[src/rtl/axi4_lite_slave_read.sv]
// AXI4-Lite read responder: one AR at a time, fixed-latency synchronous memory port.
// Define AXI4_LITE_SLAVE_READ_ALIGN_CHECK_EN to answer misaligned in-range reads with SLVERR.
module axi4_lite_slave_read #(
  parameter int unsigned AXI_ADDR_WIDTH = 64,
  parameter int unsigned AXI_DATA_WIDTH = 32,
  parameter logic [63:0] MEM_BASE       = 64'h0,
  parameter int unsigned MEM_SIZE       = 4096,
  parameter int unsigned MEM_LATENCY    = 1,
  localparam int unsigned BYTE_OFF      = $clog2(AXI_DATA_WIDTH / 8),
  localparam int unsigned MEM_AW        = $clog2(MEM_SIZE) - BYTE_OFF
) (
  input  logic                      clk_i,
  input  logic                      arst_i,
  input  logic                      AR_VALID,
  output logic                      AR_READY,
  input  logic [AXI_ADDR_WIDTH-1:0] AR_ADDR,
  input  logic [2:0]                AR_PROT,
  output logic                      R_VALID,
  input  logic                      R_READY,
  output logic [AXI_DATA_WIDTH-1:0] R_DATA,
  output logic [1:0]                R_RESP,
  output logic                      mem_rd_en_o,
  output logic [MEM_AW-1:0]         mem_addr_o,
  input  logic [AXI_DATA_WIDTH-1:0] mem_data_i
);

  localparam int unsigned CntW = $clog2(MEM_LATENCY + 1);
  localparam logic [AXI_ADDR_WIDTH-1:0] BaseA = AXI_ADDR_WIDTH'(MEM_BASE);
  localparam logic [AXI_ADDR_WIDTH-1:0] SizeA = AXI_ADDR_WIDTH'(MEM_SIZE);

  localparam logic [1:0] RespOkay   = 2'b00;
  localparam logic [1:0] RespSlvErr = 2'b10;
  localparam logic [1:0] RespDecErr = 2'b11;

  typedef enum logic [1:0] {StIdle, StMemReq, StMemWait, StResp} state_e;

  state_e                    state_q, state_d;
  logic [CntW-1:0]           cnt_q, cnt_d;
  logic [AXI_DATA_WIDTH-1:0] r_data_q, r_data_d;
  logic [1:0]                r_resp_q, r_resp_d;
  logic [MEM_AW-1:0]         mem_addr_q, mem_addr_d;

  logic [AXI_ADDR_WIDTH-1:0] offset;
  logic                      dec_err;
  logic                      misalign;
  logic                      unused_bits;

  // Offset is only meaningful once AR_ADDR >= base, so no wrap reaches the range check.
  assign offset  = AR_ADDR - BaseA;
  assign dec_err = (AR_ADDR < BaseA) || (offset >= SizeA);

`ifdef AXI4_LITE_SLAVE_READ_ALIGN_CHECK_EN
  assign misalign = |AR_ADDR[BYTE_OFF-1:0];
`else
  assign misalign = 1'b0;
`endif

  assign unused_bits = ^{offset, AR_PROT};

  // State register
  always_ff @(posedge clk_i or posedge arst_i) begin
    if (arst_i) begin
      state_q <= StIdle;
    end else begin
      state_q <= state_d;
    end
  end

  // Next-state logic
  always_comb begin
    state_d = state_q;
    unique case (state_q)
      StIdle: begin
        if (AR_VALID) begin
          state_d = (dec_err || misalign) ? StResp : StMemReq;
        end
      end
      StMemReq:  state_d = StMemWait;
      StMemWait: begin
        if (cnt_q == CntW'(1)) begin
          state_d = StResp;
        end
      end
      StResp: begin
        if (R_READY) begin
          state_d = StIdle;
        end
      end
    endcase
  end

  // Output decode, registered state only
  always_comb begin
    AR_READY    = 1'b0;
    R_VALID     = 1'b0;
    mem_rd_en_o = 1'b0;
    unique case (state_q)
      StIdle:    AR_READY    = 1'b1;
      StMemReq:  mem_rd_en_o = 1'b1;
      StMemWait: ;
      StResp:    R_VALID     = 1'b1;
    endcase
  end

  // Datapath next-state
  always_comb begin
    cnt_d      = cnt_q;
    r_data_d   = r_data_q;
    r_resp_d   = r_resp_q;
    mem_addr_d = mem_addr_q;
    unique case (state_q)
      StIdle: begin
        if (AR_VALID) begin
          if (dec_err) begin
            r_resp_d = RespDecErr;
            r_data_d = '0;
          end else if (misalign) begin
            r_resp_d = RespSlvErr;
            r_data_d = '0;
          end else begin
            r_resp_d   = RespOkay;
            mem_addr_d = offset[BYTE_OFF +: MEM_AW];
          end
        end
      end
      StMemReq:  cnt_d = CntW'(MEM_LATENCY);
      StMemWait: begin
        if (cnt_q == CntW'(1)) begin
          r_data_d = mem_data_i;
        end else begin
          cnt_d = cnt_q - CntW'(1);
        end
      end
      StResp: ;
    endcase
  end

  always_ff @(posedge clk_i or posedge arst_i) begin
    if (arst_i) begin
      cnt_q      <= '0;
      r_data_q   <= '0;
      r_resp_q   <= RespOkay;
      mem_addr_q <= '0;
    end else begin
      cnt_q      <= cnt_d;
      r_data_q   <= r_data_d;
      r_resp_q   <= r_resp_d;
      mem_addr_q <= mem_addr_d;
    end
  end

  assign R_DATA     = r_data_q;
  assign R_RESP     = r_resp_q;
  assign mem_addr_o = mem_addr_q;

endmodule

[config.mk]
export PLATFORM = sky130hd
export DESIGN_NAME = axi4_lite_slave_read
export DESIGN_NICKNAME = d
export VERILOG_FILES = /design/src/rtl/axi4_lite_slave_read.sv
export SDC_FILE = /design/constraint.sdc
export NUM_CORES = 1
export LEC_CHECK = 0
export CAP_MARGIN = 20
export CORE_UTILIZATION = 40
export DETAILED_ROUTE_END_ITERATION = 6
export PLACE_DENSITY = 0.86
export SYNTH_ARGS = -nofsm -noshare
export SYNTH_HDL_FRONTEND = slang
export SYNTH_SLANG_ARGS = --single-unit
[constraint.sdc]
create_clock -name clk_i -period 2.5 [get_ports clk_i]
set_input_delay 0.625 -clock clk_i [delete_from_list [all_inputs] [get_ports clk_i]]
set_output_delay 0.625 -clock clk_i [all_outputs]
set_load 0.02 [all_outputs]
==> summary.txt <==
Tot GR Track Use - 25.1%
synthesized flop and latch total - 46
Max Cap Viol - 0
Post CTS Setup Buffer Count - 0
hold endpoint - cnt_q
Worst Path Arrival - 2540 ps
Starting DRT DRC Count - 369
CTS tree - yes
Synth Instances - 337
num ports - 150
worst slack, placed - -175 ps
Initial Utilization - 42.1%
setup TNS - 0 ps
wire per inst - 16.6 um
register area share after synthesis - 39.8%
initial antenna violation count - 0
fin crit share - 94.4%
share of layout cells above drive strength 1 - 10.5%
# setup viols final - 0
worst vdd ir - 0.623 mV
worst r2r dst - R_DATA[24]
post-synth top area cell - dfrtp_1
Placer Congestion - 0.811
Critical Path RT - 2680 ps
FMAX - 424 MHz
Root Driver - clkbuf_8
reg2reg setup slack - 410 ps
number of diodes - 0
worst-skew pair later-pin latency - 300 ps
top_reg_cell synth - dfrtp_1
Area growth, synth to finish - 57.9%
max_slew headroom - 68.3%
ys async rst share - 100%
CTS sink cnt - 46
synthesized net count - 444
Post-DP HPWL - 6980 um
first-pass detailed-route iteration total - 5
Final ANT Viol Nets - 0
Syn Area/Cell - 8.58 um^2
post-DR vias/cell - 5.88
Crit Path Max Fanout - 10
fill cell total of the finished layout - 559
Final min period - 2360 ps
ranking of synthesized cells by area - dfrtp_1 (40%), a41oi_1 (10%), nor4_1 (9.1%), a31oi_1 (6.9%), clkbuf_1 (5.8%)
post-cts resize count - 0
startpoint types - input port
nets - 573
final core occ - 66.4%
RSZ-0062 raised after global routing - false
class of the most critical setup path - in -> reg
die height - 87.0 um
Num CTS Buffers - 5
Die ar. - 7570 um^2
Vias - 3313
worst hold slack - 464 ps
# rows - 30
GR Overflow Total - 0
area of the multi-input gates - 1420 um^2
CTS max path bufs - 2
hold buffers post-CTS - 0
Clock H-tree levels - 2
vias in the first global route - 3240
Power per Cell Area - 838 nW/um^2
final worst setup slack - 141 ps
# port buffers - 144
Worst Skew - 7.81 ps
Syn Std Cell Area - 2890 um^2
DRC Markers - 0
worst r2r path cells - 8
Chip Width - 87.0 um
outcome - completed
largest net degree at the start of global routing - 34
Static Leak - 1.73 nW
register area - 1150 um^2
YS warnings - 0
Worst Tran Pin Value - 474 ps
Synth cell types - 26
Hold Vio Cnt, Final - 0
share of the synthesized area in the top cell type - 39.8%
number of synthesized flops with an enable pin - 0
first-pass GRT wire length - 14900 um
crit end category - flip-flop
worst r2r src - state_q[0]
Routed WL - 9350 um
Core ar. - 6870 um^2
Worst-path clk slew - 90 ps
fin. max-slew vios - 0
Hold Crit Start - cnt_q
hold crit path type - reg -> reg
Min-Delay Path Depth - 1
==> synthesized netlist by cell type, types with 2 or more instances <==
master     n
a21oi_1    2
a31oi_1   32
a41oi_1   33
and4_1     4
clkbuf_1  45
dfrtp_1   46
ha_1       4
inv_1     35
mux2_2    10
nand2b_1   3
nand3_1   33
nor2_1     2
nor3_1     2
nor4_1    42
o21ai_0   32
or2_2      2
==> metal layers <==
metal	wire, um	GRT usage (%)
met1	3470	29.2
met2	4860	46.2
met3	857	4.17
met4	169	8.79
met5	0	0
==> registers in the layout (all words and copies together), names as in the netlist <==
name and count:
R_RESP 1, R_DATA 32, state_q 2, mem_addr_o 10
cnt_q 1
==> critical path, stage by stage <==
cell and delay (ps):
clkdlybuf4s50_1 400, or4_4 560, nor4b_4 360, nand4_4 250
mux2_2 340
==> cell usage in the layout, fill, tap and decap left out, types with 6 or more instances in the layout <==
cell type	count
o21ai_0	32
a41oi_1	33
clkdlybuf4s50_1	144
buf_4	25
inv_1	34
mux2_2	10
nor4_1	42
nand3_1	33
a31oi_1	32
clkbuf_8	6
dfrtp_1	46
==> how the worst max path moves through the flow <==
stage / startpoint / endpoint / slack (ps) / cells past startpoint
6_report: AR_ADDR[57] / mem_addr_o[3] / 140 / 5
5_1_grt: AR_ADDR[57] / mem_addr_o[6] / 90 / 5
2_1_floorplan: state_q[0] / R_DATA[0] / 250 / 8
3_5_place_dp: AR_ADDR[57] / mem_addr_o[3] / -180 / 5
3_3_place_gp: AR_ADDR[57] / mem_addr_o[6] / -150 / 5
4_1_cts: AR_ADDR[57] / mem_addr_o[3] / 140 / 5
==> through the flow <==
step | instances | power [mW] | instance area, um^2
floorplan | 337 | 2.37 | 2890
global placement | 555 | 3.26 | 4470
detailed placement | 555 | 3.34 | 4470
CTS | 563 | 3.84 | 4560
global route | 563 | 4.08 | 4560
finish | 563 | 3.82 | 4560
==> cell type report <==
class / count / area share, %
repair buffers: 170 / 36.1
multi-input cells: 208 / 31.0
flip-flops and latches: 46 / 25.2
inverters: 35 / 2.88
well taps: 96 / 2.63
clock buffers: 7 / 1.89
clock inverters: 1 / 0.192
==> logic make-up (layout without fill, tap and decap cells) <==
kind of cell,count (synthesis),in the layout,synth area share [%]
adder cells (fa/ha/maj),4,4,1.73
AO/OA/AOI/OAI,100,100,23.1
flip-flops,46,46,39.8
multiplexers,10,10,3.90
AND/OR/NAND/NOR,94,94,20.3
buffers and inverters,83,213,11.2
==> power breakdown <==
part	switching, mW	internal [mW]	leakage (nW)
sequential	0.145	0.986	0.611
clock	0.265	0.229	0.0489
combinational	1.23	0.965	1.07
Note: power is estimated with default switching activity, not from simulation.
